### src/rtl/gsm_sched_pkg.sv
// Shared types and constants for the round-robin packet scheduler.
package gsm_sched_pkg;

  typedef enum logic {
    IDLE = 1'b0,
    XFER = 1'b1
  } state_t;

  // Packet length lives in the low bits of the header word.
  localparam int LEN_LSB = 0;

  function automatic int len_msb(input int lbitwidth);
    return LEN_LSB + lbitwidth - 1;
  endfunction

endpackage

### src/rtl/rr_pick.sv
// Cyclic priority encoder: first requester searched from last_gnt+1 upward.
module rr_pick #(
  parameter int NPORT = 4,
  parameter int PW    = 2
) (
  input  logic [NPORT-1:0] req,
  input  logic [PW-1:0]    last_gnt,
  output logic [PW-1:0]    winner,
  output logic             any
);

  int idx;

  // Walk from farthest to nearest so the nearest requester wins.
  always_comb begin
    winner = '0;
    any    = |req;
    idx    = 0;
    for (int i = NPORT; i >= 1; i--) begin
      idx = (int'(last_gnt) + i) % NPORT;
      if (req[idx[PW-1:0]]) winner = idx[PW-1:0];
    end
  end

endmodule

### src/rtl/gsm_rr_scheduler.sv
// Round-robin packet scheduler: grants one queue per packet and forwards
// header plus LEN payload words with valid/ready handshake.
module gsm_rr_scheduler
  import gsm_sched_pkg::*;
#(
  parameter int NPORT     = 4,
  parameter int DBITWIDTH = 32,
  parameter int LBITWIDTH = 4,
  localparam int PW       = (NPORT > 1) ? $clog2(NPORT) : 1
) (
  input  logic                       clk,
  input  logic                       rst_n,
  input  logic                       clr,
  input  logic [NPORT-1:0]           q_empty,
  input  logic [NPORT*DBITWIDTH-1:0] q_data,
  output logic [NPORT-1:0]           q_read,
  output logic                       out_valid,
  input  logic                       out_ready,
  output logic [DBITWIDTH-1:0]       out_data,
  output logic                       out_sop,
  output logic                       out_eop,
  output logic [PW-1:0]              out_port,
  output logic                       busy
);

  state_t               state, state_d;
  logic [PW-1:0]        gnt, last_gnt, winner;
  logic [LBITWIDTH-1:0] rem, len;
  logic                 first, any, live, xfer, cur_empty;
  logic [DBITWIDTH-1:0] cur_data;

  rr_pick #(.NPORT(NPORT), .PW(PW)) u_pick (
    .req      (~q_empty),
    .last_gnt (last_gnt),
    .winner   (winner),
    .any      (any)
  );

  assign live = rst_n & ~clr;
  assign xfer = out_valid & out_ready;

  always_comb begin
    cur_data  = '0;
    cur_empty = 1'b1;
    for (int i = 0; i < NPORT; i++) begin
      if (gnt == PW'(i)) begin
        cur_data  = q_data[i*DBITWIDTH +: DBITWIDTH];
        cur_empty = q_empty[i];
      end
    end
    len = cur_data[LEN_LSB +: LBITWIDTH];
  end

  // Outputs are forced quiet whenever reset or clear is asserted.
  always_comb begin
    state_d   = state;
    out_valid = 1'b0;
    out_data  = '0;
    out_sop   = 1'b0;
    out_eop   = 1'b0;
    out_port  = '0;
    q_read    = '0;
    busy      = 1'b0;
    if (live) begin
      case (state)
        IDLE: if (any) state_d = XFER;
        XFER: begin
          busy      = 1'b1;
          out_port  = gnt;
          out_data  = cur_data;
          out_valid = ~cur_empty;
          out_sop   = out_valid & first;
          out_eop   = out_valid & (first ? (len == '0) : (rem == LBITWIDTH'(1)));
          if (out_valid && out_ready) begin
            q_read[gnt] = 1'b1;
            if (out_eop) state_d = IDLE;
          end
        end
        default: state_d = IDLE;
      endcase
    end
  end

  always_ff @(posedge clk) begin
    if (!rst_n || clr) begin
      state    <= IDLE;
      gnt      <= '0;
      last_gnt <= PW'(NPORT - 1);
      rem      <= '0;
      first    <= 1'b0;
    end else begin
      state <= state_d;
      if (state == IDLE && any) begin
        gnt   <= winner;
        first <= 1'b1;
      end
      if (state == XFER && xfer) begin
        if (first) begin
          first <= 1'b0;
          rem   <= len;
        end else if (rem != '0) begin
          rem <= rem - LBITWIDTH'(1);
        end
        if (out_eop) last_gnt <= gnt;
      end
    end
  end

endmodule

### config.mk
export PLATFORM = sky130hd
export DESIGN_NAME = gsm_rr_scheduler
export DESIGN_NICKNAME = d
export VERILOG_FILES = /design/src/rtl/gsm_sched_pkg.sv /design/src/rtl/rr_pick.sv /design/src/rtl/gsm_rr_scheduler.sv
export SDC_FILE = /design/constraint.sdc
export NUM_CORES = 1
export LEC_CHECK = 0
export ABC_AREA = 1
export BUFFER_PORTS_ARGS = -buffer_cell sky130_fd_sc_hd__buf_2
export CORE_AREA = 2 2 74 76
export CTS_CLUSTER_DIAMETER = 80
export DETAILED_ROUTE_END_ITERATION = 8
export DIE_AREA = 0 0 76 78
export PLACE_DENSITY = 0.77
export SETUP_SLACK_MARGIN = 0.4
export SLEW_MARGIN = 20
export SYNTH_ARGS = -nofsm -noshare
export SYNTH_HDL_FRONTEND = slang
export SYNTH_SLANG_ARGS = --single-unit
### constraint.sdc
create_clock -name clk -period 1.7 [get_ports clk]
set_input_delay 0.34 -clock clk [delete_from_list [all_inputs] [get_ports clk]]
set_output_delay 0.34 -clock clk [all_outputs]
set_load 0.01 [all_outputs]
Yosys cells after proc, flatten, opt, wreduce, memory -nomap -nowiden
Cells that the tools add are included.
- $mul: 0
- order comparisons: 6
- divide/modulo/power cells: 0
- multiplexer cells: 47
- shift operators: 0
- bitwise operators: 8
- add/sub/neg operators: 5
- eq/ne operators: 4
- reduce and logical (&&, ||, !) cells: 13
- operators by type and width (operator ; count):
    $mux W32 ; 6
    $mux W1 ; 24
    $mux W4 ; 5
    $lt A2 B3 Y1 const B ; 5
    $mux W2 ; 6
    $bmux W1 S2 ; 4
    $add A2 B1 Y2 const B ; 2
    $add A2 B2 Y2 const B ; 2
    $and A1 B1 Y1 ; 4
    $eq A2 B2 Y1 const B ; 2
    $eq A4 B1 Y1 const B ; 1
    $logic_and A1 B1 Y1 ; 4
    $logic_not A4 Y1 ; 1
    $not A4 Y4 ; 1
    $reduce_and A2 Y1 ; 2
    $reduce_bool A4 Y1 ; 1
    $reduce_or A4 Y1 ; 1
    $sub A4 B1 Y4 const B ; 1
    $not A1 Y1 ; 3
    $demux W1 S2 ; 1
    $eq A2 B1 Y1 const B ; 1
    $ge A2 B1 Y1 const B ; 1
    $logic_not A2 Y1 ; 1
    $pmux W1 S2 ; 1
    other kinds (3) ; 3
- input bits: 136
- latch bits: 0
- output and inout port bits: 42
- memories kept: 0
- bits in read-only memories: 0
- bits in registers: 10
- memory bits (writable): 0
- logic and storage cells: 88

Logic depth before layout (Yosys ltp)
Gate-level depths: netlist of the first run.
- depth after elaboration: 11
- gate-level depth with buffers: 12
- mapped depth without buffers: 11

By module
Synthesis of the first run repeated with hierarchy kept, for this count alone.
- cells, all modules: 349
- area total of the unflattened synthesis: 1970.6 sq um
- modules (own cells, without submodules) (module ; times used ; seq. area each (sq um) ; cells each ; area an instance (sq um)):
    gsm_rr_scheduler ; 1 ; 200.2 ; 298 ; 1704.1
    rr_pick ; 1 ; 0.0 ; 51 ; 266.5

Least setup slack after synthesis of the first run
OpenSTA, ideal clock, no wires.
- path kind: input to output
- from: input rst_n
- to: output out_data[24]
- arrival: 1.459 ns
- required time: 1.360 ns
- path buffers: 1
- cell stages on the path: 9
- path slack: -0.099 ns
- cell sequence: inv_1 > nor2_4 > inv_2 > nor2_8 > inv_2 > nor2_1 > inv_1 > buf_2 > o31ai_1
- word-level cells in the longest chain between the ends: 2
- ends and longest elaborated chain (what ; line ; RTL):
    start, declared ; gsm_rr_scheduler.sv:12 ; input logic rst_n,
    $and A1 B1 Y1 ; gsm_rr_scheduler.sv:39 ; assign live = rst_n & ~clr;
    $mux W32 ; gsm_rr_scheduler.sv:64 ; if (live) begin
    end, declared ; gsm_rr_scheduler.sv:19 ; output logic [DBITWIDTH-1:0] out_data,
No other way between the ends.

Final worst setup path of the first run
- from: register gnt[0]
- to: output out_eop
- word-level cells in the longest chain between the ends: 10
- elaborated cells on any way between the ends: 18
- those cells by class: 3 x eq/ne; 11 x mux; 2 x bitwise; 2 x reduce/logical
- ends and longest elaborated chain (what ; line ; RTL):
    start, declared ; gsm_rr_scheduler.sv:27 ; logic [PW-1:0] gnt, last_gnt, winner;
    start signal, assigned ; gsm_rr_scheduler.sv:94 ; gnt <= winner;
    $logic_not A2 Y1 ; gsm_rr_scheduler.sv:46 ; if (gnt == PW'(i)) begin
    $mux W32 (4 in a row) ; gsm_rr_scheduler.sv:46 ;
    $logic_not A4 Y1 ; gsm_rr_scheduler.sv:73 ; out_eop = out_valid & (first ? (len == '0) : (rem == LBITWIDTH'(1)));
    $mux W1 ; gsm_rr_scheduler.sv:73 ;
    $and A1 B1 Y1 (*) ; gsm_rr_scheduler.sv:73 ;
    $mux W1 (*) ; gsm_rr_scheduler.sv:65 ; case (state)
    $mux W1 (*) ; gsm_rr_scheduler.sv:64 ;
    end, declared ; gsm_rr_scheduler.sv:21 ; output logic out_eop,
Mark *: on every way between the ends. The rest lies on a longest branch, timed or not.

==> flow_metrics.env, run 1 <==
export IMPL_hold_depth=4
export IMPL_multi_input_area_sq_um=2160
export IMPL_timing_fmax_ghz=0.489
export IMPL_first_pass_iters=5
export IMPL_initial_utilization_pct=36.9
export IMPL_final_hold_viol_count=0
export IMPL_grt_pass1_wl_mm=14.6
export IMPL_io_pin_count=178
export IMPL_violations="negative setup slack"
export IMPL_ir_drop_uv=373
export IMPL_root_buffer="clkbuf_8"
export IMPL_min_period_over_period_pct=120
export IMPL_tritoncts="built"
export IMPL_finClkSkew_ps=2.14
export IMPL_hpwl_mm=6.47
export IMPL_clock_path_buffers=2
export IMPL_fin_ws_ps=-345
export IMPL_worst_pin_slew_ps=322
export IMPL_globalRouteTotalUtil_pct=29.7
export IMPL_rows=26
export IMPL_relSlewSlack_pct=78.5
export IMPL_ant_nets=0
export IMPL_syn_avg_cell_area_sq_um=5.40
export IMPL_place_gp_congestion=0.870
export IMPL_viasPerCell=5.62
export IMPL_ys_seq_area_share_pct=10.7
export IMPL_setup_tns_ps=-9760
export IMPL_drive_gt1_share_pct=70.0
export IMPL_synth_cell_types=30
export IMPL_ff_latch_area_sq_um=215
export IMPL_dpl_worst_slack_ps=-190
export IMPL_pwr_density_cell_nw_per_um2=300
export IMPL_arrival_ps=1710
export IMPL_outcome="finished, violations left"
export IMPL_cp_required_ps=1360
export IMPL_reg2reg_to="rem[3]$_SDFFE_PN0P_"
export IMPL_dp_cells=608
export IMPL_slew_viol_final=0
export IMPL_synth_seq_cells=10
export IMPL_port_buffers=177
export IMPL_area_growth_pct=135
export IMPL_netlist_area_sq_um=1860
export IMPL_cp_max_fo=6
export IMPL_setup_violations=46
export IMPL_vias=3582
export IMPL_yosys_warnings=0
export IMPL_ff2ff_path_depth=13
export IMPL_die_area_sq_um=5930
export IMPL_crit_type="flop to primary output"
export IMPL_hold_class="primary input to flop"
export IMPL_die_x_um=76
export IMPL_reg2reg_from="gnt[1]$_SDFFE_PN0P_"
export IMPL_hold_buffers=0
export IMPL_fillers=274
export IMPL_critPathLaunchType="flop"
export IMPL_totalWireLength_mm=11.4
export IMPL_layout_nets=707
export IMPL_r2r_setup_slack_ps=-110
export IMPL_drt_iter0_drc=213
export IMPL_first_global_vias=3181
export IMPL_min_to="last_gnt[0]$_SDFFE_PN1P_"
export IMPL_wire_per_inst_um=17.9
export IMPL_cap_violations=0
export IMPL_htreeDepth=1
export IMPL_stdcell_count=637
export IMPL_antenna_cells=0
export IMPL_cts_made_buffers=3
export IMPL_netlist_instances=345
export IMPL_grt_max_degree=23
export IMPL_clk_pin_slew_ps=50
export IMPL_antenna_found_initial=0
export IMPL_leakagePower_uw=0.00236
export IMPL_syn_num_nets=484
export IMPL_final_core_util_pct=86.9
export IMPL_die_h_um=78
export IMPL_clkSinkCount=10
export IMPL_period_needed_ps=2050
export IMPL_insertion_delay_ps=240
export IMPL_grt_overflow=0
export IMPL_worstHoldStart="clr"
export IMPL_setup_worst_path_end_class="primary output"
export IMPL_rsz0062_at_grt="yes"
export IMPL_core_area_sq_um=5040
export IMPL_drc=0
[layout by cell type (no fill, tap or decap), types with 15 or more instances in the layout]
cell type	instances
nand3_1	20
buf_4	31
nand2_1	46
nand3_2	32
nand2_4	18
nand2_2	23
inv_1	33
o211ai_1	15
buf_6	32
buf_2	162
[routing by layer]
metal  track usage (%)  vias up  wire length, um
met2              56.7      252             5760
met5                 0        -                0
met3              3.26       80              732
li1                  -     1621                -
met4              15.3        0              774
met1              32.2     1629             4130
[layout make-up]
type | instances | share of cell area, %
clock buffers | 4 | 1.03
well taps | 70 | 2.00
repair buffers | 236 | 36.9
multi-input cells | 265 | 49.2
inverters | 51 | 5.68
repair inverters | 1 | 0.200
flip-flops and latches | 10 | 4.91
[sequential cells by signal, summed over array words and instances (netlist names)]
name / count
state: 1
last_gnt: 2
gnt: 2
first: 1
rem: 4
[cells in the mapped netlist (all sizes together)]
cell	instances	area share [%]
clkinv	1	0.20
nand2	89	19
o221ai	5	2.4
ha	3	2.0
clkbuf	7	1.4
nand3	52	14
a21oi	10	2.7
xor2	2	0.94
o21bai	1	0.40
o21ai	31	8.5
o22ai	8	2.7
o31ai	8	3.2
nor2	26	7.8
nor3	12	3.2
buf	12	3.7
dfxtp	10	11
inv	50	10
o211ai	15	6.0
nand4	3	1.0
[cell families (layout without fill, tap and decap cells)]
group           count (synthesis)  count (layout)  synth area share [%]
simple gates                  182             182                  45.0
compound gates                 78              78                  25.9
buf+inv                        70             292                  15.4
flops                          10              10                  10.7
fa+ha+maj                       3               3                  2.01
xor+xnor                        2               2                 0.940
[stage by stage]
stage,power [uW],hold slack [ps],instance area (sq um)
after CTS,1170,468,3780
after floorplan,529,452,2120
final,1320,478,4380
after global placement,785,468,3240
after global routing,1380,483,4380
after detailed placement,794,472,3240
[report_power, final]
| part | internal [uW] | leakage (uW) | switching [uW] |
|---|---|---|---|
| Combinational | 380 | 0.00226 | 431 |
| Clock | 164 | 0.0000228 | 94.7 |
| Sequential | 236 | 0.0000826 | 10.0 |
| Total | 780 | 0.00236 | 536 |
[critical path: stages, from the launching register on]
cell and delay (ps):
dfxtp_4 410, buf_8 140, inv_8 50, nand3_2 50
nand4_1 170, nor2_2 230, nand3_2 120, a21oi_2 150
buf_2 140
[what timing repair did]
action,in CTS,in global routing
hold endpoints to repair,0,0
setup buffers,12,10
gates resized for setup,104,128
cloned,0,3
pin swaps,13,25
setup endpoints to repair,52,52
[worst max path at each step]
stage / start / endpoint / depth (start not counted)
after floorplan: clr / out_data[25] / 8
after global placement: rst_n / out_data[25] / 10
after detailed placement: rst_n / out_data[21] / 10
after CTS: gnt[0]$_SDFFE_PN0P_ / out_eop / 8
after global routing: gnt[1]$_SDFFE_PN0P_ / out_data[16] / 9
final: gnt[0]$_SDFFE_PN0P_ / out_eop / 8
(Power assumes the default switching activity.)
==> run 2: changes to the inputs <==
--- a/config.mk
+++ b/config.mk
@@ -6,7 +6,7 @@
 export NUM_CORES = 1
 export LEC_CHECK = 0
 export ABC_AREA = 1
-export BUFFER_PORTS_ARGS = -buffer_cell sky130_fd_sc_hd__buf_2
+export BUFFER_PORTS_ARGS = -buffer_cell sky130_fd_sc_hd__buf_4
 export CORE_AREA = 2 2 74 76
 export CTS_CLUSTER_DIAMETER = 80
 export DETAILED_ROUTE_END_ITERATION = 8
==> run 2 against run 1 <==
The flow still finishes with violations (negative setup slack). Fmax decreased by 2.0%. Cell count shrank 0.94%. Global-route usage is 3.4 points higher. Core utilization increased by 5.7 points. Worst hold slack lost 29 ps.
==> flow_metrics.env, run 2 (same netlist as run 1, synthesis figures left out) <==
export IMPL_outcome="finished, violations left"
export IMPL_violations="negative setup slack"
export IMPL_hold_class="primary input to flop"
export IMPL_wl_met2_mm=7.12
export IMPL_grt_max_degree=23
export IMPL_die_h_um=78
export IMPL_slew_viol_final=0
export IMPL_internal_power_uw=859
export IMPL_slowest_stage="dfxtp_4"
export IMPL_vias=3917
export IMPL_setup_tns_ps=-12820
export IMPL_drt_met1_wl_mm=4.53
export IMPL_rows=26
export IMPL_clkSinkCount=10
export IMPL_tritoncts="built"
export IMPL_path_cells="nor2_4 -> buf_4 -> buf_6 -> nand2_1 -> nand3_1 -> o211ai_1 -> inv_1 -> buf_4"
export IMPL_final_cell_mix="buf_4, nand2_1, buf_6"
export IMPL_reg_top3="rem (4), gnt (2), last_gnt (2)"
export IMPL_net_switching_power_uw=578
export IMPL_area_growth_pct=151
export IMPL_finClkSkew_ps=5.43
export IMPL_die_x_um=76
export IMPL_maxUsedRoutingLayer="met4"
export IMPL_worstHoldStart="clr"
export IMPL_root_buffer="clkbuf_8"
export IMPL_insertion_delay_ps=240
export IMPL_ant_nets=0
export IMPL_viasPerCell=6.21
export IMPL_leakagePower_uw=0.00230
export IMPL_pwr_density_cell_nw_per_um2=307
export IMPL_reg2reg_to="last_gnt[1]$_SDFFE_PN1P_"
export IMPL_min_to="last_gnt[0]$_SDFFE_PN1P_"
export IMPL_period_needed_ps=2090
export IMPL_crit_type="flop to primary output"
export IMPL_first_global_vias=3377
export IMPL_timing_fmax_ghz=0.479
export IMPL_wl_met3_mm=1.25
export IMPL_wire_per_inst_um=23.1
export IMPL_sw_frac_of_total_pct=40.2
export IMPL_placed_area_sq_um=3700
export IMPL_min_period_over_period_pct=123
export IMPL_place_gp_congestion=0.849
export IMPL_ff2ff_path_depth=14
export IMPL_fin_hold_ws_ps=449
export IMPL_layout_nets=701
export IMPL_dpl_worst_slack_ps=-201
export IMPL_pwr_share_comb_pct=63.7
export IMPL_hold_buffers=0
export IMPL_setup_worst_path_end_class="primary output"
export IMPL_final_core_util_pct=92.7
export IMPL_cts_made_buffers=3
export IMPL_totalWireLength_mm=14.6
export IMPL_core_area_sq_um=5040
export IMPL_hpwl_mm=6.99
export IMPL_drt_iter0_drc=362
export IMPL_cap_violations=0
export IMPL_clock_path_buffers=2
export IMPL_hold_depth=4
export IMPL_power_frac_seq_pct=17.5
export IMPL_clk_pin_slew_ps=60
export IMPL_drc=0
export IMPL_worst_pin_slew_ps=360
export IMPL_ir_drop_uv=609
export IMPL_io_pin_count=178
export IMPL_regMostFlops="rem"
export IMPL_grt_pass1_wl_mm=16.0
export IMPL_final_hold_viol_count=0
export IMPL_die_area_sq_um=5930
export IMPL_rsz0062_at_grt="yes"
export IMPL_antenna_cells=0
export IMPL_reg2reg_from="gnt[1]$_SDFFE_PN0P_"
export IMPL_critPathLaunchType="flop"
export IMPL_setup_violations=47
export IMPL_power_share_clock_pct=18.8
export IMPL_cp_required_ps=1360
export IMPL_cp_max_fo=8
export IMPL_r2r_setup_slack_ps=-280
export IMPL_final_common_cell="buf_4"
export IMPL_finalInstanceArea_sq_um=4670
export IMPL_initial_utilization_pct=36.9
export IMPL_first_pass_iters=5
export IMPL_fin_ws_ps=-387
export IMPL_port_buffers=177
export IMPL_largest_reg_flops=4
export IMPL_grt_overflow=0
export IMPL_antenna_found_initial=0
export IMPL_arrival_ps=1750
export IMPL_critical_path_most_common_cell="buf_4"
export IMPL_max_stage_delay_ps=400
export IMPL_drive_gt1_share_pct=63.6
export IMPL_htreeDepth=1
export IMPL_relSlewSlack_pct=75.7
export IMPL_globalRouteTotalUtil_pct=33.0
export IMPL_fillers=181
run 2: worst max path at each step:
stage / startpoint / endpoint / cells after the start
after floorplan: clr / out_data[25] / 8
after detailed placement: clr / out_data[20] / 9
after CTS: gnt[1]$_SDFFE_PN0P_ / q_read[1] / 9
after global placement: clr / out_data[23] / 9
final: gnt[0]$_SDFFE_PN0P_ / out_data[16] / 8
after global routing: gnt[0]$_SDFFE_PN0P_ / out_data[4] / 8
run 2: timing repair:
item | CTS | global route
setup buffers | 9 | 9
pin swaps | 15 | 24
cloned | 0 | 2
endpoints found under the setup margin | 52 | 52
resized for setup | 106 | 75
run 2: per-layer routing:
| layer | up-vias | GRT usage (%) |
|---|---|---|
| met5 | - | 0 |
| met4 | 0 | 13.6 |
| met3 | 149 | 6.16 |
| met2 | 380 | 63.6 |
| met1 | 1787 | 35.3 |
| li1 | 1601 | - |
run 2: power groups by stage:
| stage | combinational, uW | clock, uW | sequential [uW] |
|---|---|---|---|
| floorplan | 278 | 0 | 251 |
| global placement | 626 | 0 | 256 |
| detailed placement | 635 | 0 | 257 |
| CTS | 742 | 253 | 251 |
| global route | 945 | 282 | 251 |
| finish | 915 | 270 | 251 |
run 2: cell type report:
cell class / instances / area [sq um] / area share [%]
inverter: 51 / 231 / 4.95
sequential: 10 / 216 / 4.63
clock buffer: 4 / 45.0 / 0.964
tap: 70 / 87.6 / 1.87
multi-input combinational: 265 / 2080 / 44.5
timing repair buffer: 231 / 2010 / 43.0
run 2: stage by stage:
stage / instances / power, uW
detailed placement: 607 / 891
global placement: 607 / 883
global route: 631 / 1480
floorplan: 345 / 529
finish: 631 / 1440
CTS: 620 / 1250
run 2: worst max-delay path, delay by kind of cell (launching register included):
kind / cells / cell delay (ps)
AO/OA/AOI/OAI: 1 / 120
buffers and inverters: 4 / 500
flip-flops: 1 / 400
AND/OR/NAND/NOR: 3 / 470
==> run 3: changes to the inputs <==
--- a/config.mk
+++ b/config.mk
@@ -6,7 +6,7 @@
 export NUM_CORES = 1
 export LEC_CHECK = 0
 export ABC_AREA = 1
-export BUFFER_PORTS_ARGS = -buffer_cell sky130_fd_sc_hd__buf_4
+export BUFFER_PORTS_ARGS = -buffer_cell sky130_fd_sc_hd__clkbuf_2
 export CORE_AREA = 2 2 74 76
 export CTS_CLUSTER_DIAMETER = 80
 export DETAILED_ROUTE_END_ITERATION = 8
==> run 3 against run 2 <==
The flow still finishes with violations (negative setup slack). Combinational power down 14%. Sequential cell count unchanged. Sequential share of layout area up 0.43 points. Cell count up 1.9%. Cell area down 8.5%. First-iteration DRC count down 47%. Critical path depth unchanged. Register-to-register slack better by 160 ps. Critical endpoint is now out_eop.
==> flow_metrics.env, run 3 (same netlist as run 1, synthesis figures left out) <==
export IMPL_setup_violations=46
export IMPL_min_period_over_period_pct=118
export IMPL_root_buffer="clkbuf_8"
export IMPL_layout_nets=713
export IMPL_area_growth_pct=129
export IMPL_io_pin_count=178
export IMPL_stdcell_count=643
export IMPL_regMostFlops="rem"
export IMPL_violations="negative setup slack"
export IMPL_clkSinkCount=10
export IMPL_htreeDepth=1
export IMPL_rsz0062_at_grt="yes"
export IMPL_leakagePower_uw=0.00228
export IMPL_setup_worst_path_end_class="primary output"
export IMPL_finClkSkew_ps=10.7
export IMPL_first_global_vias=3200
export IMPL_critPathLaunchType="flop"
export IMPL_port_buffers=177
export IMPL_reg_top3="rem (4), gnt (2), last_gnt (2)"
export IMPL_viasPerCell=5.43
export IMPL_grt_max_degree=23
export IMPL_ant_nets=0
export IMPL_cp_required_ps=1360
export IMPL_arrival_ps=1670
export IMPL_totalWireLength_mm=10.6
export IMPL_clk_pin_slew_ps=50
export IMPL_final_hold_viol_count=0
export IMPL_pwr_density_cell_nw_per_um2=305
export IMPL_die_area_sq_um=5930
export IMPL_tritoncts="built"
export IMPL_wire_per_inst_um=16.5
export IMPL_final_cell_mix="clkbuf_2, nand2_1, nand3_1"
export IMPL_drc=0
export IMPL_hold_class="primary input to flop"
export IMPL_dpl_worst_slack_ps=-192
export IMPL_insertion_delay_ps=250
export IMPL_hpwl_mm=6.46
export IMPL_ir_drop_uv=605
export IMPL_cts_made_buffers=3
export IMPL_power_total_uw=1310
export IMPL_place_gp_congestion=0.844
export IMPL_grt_pass1_wl_mm=14.3
export IMPL_outcome="finished, violations left"
export IMPL_globalRouteTotalUtil_pct=28.8
export IMPL_antenna_cells=0
export IMPL_fin_ws_ps=-305
export IMPL_relSlewSlack_pct=77.0
export IMPL_dp_cells=609
export IMPL_core_area_sq_um=5040
export IMPL_hold_buffers=0
export IMPL_clock_path_buffers=2
export IMPL_slew_viol_final=0
export IMPL_initial_utilization_pct=36.9
export IMPL_cp_max_fo=7
export IMPL_grt_overflow=0
export IMPL_final_common_cell="clkbuf_2"
export IMPL_first_pass_iters=5
export IMPL_period_needed_ps=2010
export IMPL_drt_iter0_drc=192
export IMPL_vias=3493
export IMPL_cap_violations=0
export IMPL_die_x_um=76
export IMPL_timing_fmax_ghz=0.499
export IMPL_antenna_found_initial=0
export IMPL_crit_type="flop to primary output"
export IMPL_worst_pin_slew_ps=344
export IMPL_drive_gt1_share_pct=64.7
export IMPL_rows=26
export IMPL_die_h_um=78
export IMPL_largest_reg_flops=4
-- run 3: changes by cell type in the layout (fill, tap and decap cells not counted), moves of 3 or more --
cell	before	now
buf_4	182	31
clkbuf_2	0	137
buf_2	0	28
nand3_1	33	46
buf_6	39	30
nand3_4	9	0
o21ai_0	19	11
nand2_1	67	60
buf_8	1	7
o21ai_2	4	10
nand2_4	3	7
nand3_2	10	6
inv_2	7	10
-- run 3: worst paths after layout --
path	endpoint	depth (start not counted)	slack, ps	start
hold reg to reg	rem[1]$_SDFFE_PN0P_	2	520	rem[1]$_SDFFE_PN0P_
hold / removal	last_gnt[0]$_SDFFE_PN1P_	4	430	clr
setup reg to reg	rem[0]$_SDFFE_PN0P_	12	-120	gnt[1]$_SDFFE_PN0P_
setup / recovery	out_eop	8	-310	gnt[0]$_SDFFE_PN0P_
-- run 3: final cells by class --
type	count	area, sq um
inverters	51	224
repair inverters	1	11.3
well taps	70	87.6
flip-flops and latches	10	216
clock buffers	4	45.0
multi-input cells	265	2010
repair buffers	242	1690
fillers	309	767
-- run 3: worst max-delay path, stage by stage, from the launching register on --
cell,delay [ps]
dfxtp_4,430
nor2_4,90
buf_6,130
nand2_2,50
nand4_1,150
nor2_1,170
nand3_2,110
a21oi_2,140
buf_2,150
-- run 3: per-layer routing --
metal  share of wire [%]  vias up  GRT usage, %
met2                  52      217          54.7
met4                 4.2        0          11.8
li1                    -     1631             -
met1                  36     1595          32.0
met5                   0        -             0
met3                 7.6       50          4.19
-- run 3: timing repair --
| item | 4_1_cts | 5_1_grt |
|---|---|---|
| setup buffers | 18 | 9 |
| resized for setup | 89 | 140 |
| endpoints found under the setup margin | 52 | 52 |
| gates cloned | 1 | 2 |
| pin swaps | 21 | 34 |
-- run 3: through the flow --
step / utilization (%) / hold slack [ps] / instance area [sq um] / TNS (ps)
global placement: 64.3 / 466 / 3240 / -2890
finish: 84.8 / 426 / 4280 / -8270
CTS: 73.8 / 476 / 3720 / -6770
global route: 84.8 / 435 / 4280 / -11870
floorplan: - / 452 / 2120 / 0
detailed placement: 64.3 / 469 / 3240 / -2990
-- run 3: power breakdown --
group / internal [uW] / switching (uW)
Clock: 165 / 105
Sequential: 237 / 11.3
Combinational: 388 / 400
Total: 789 / 516
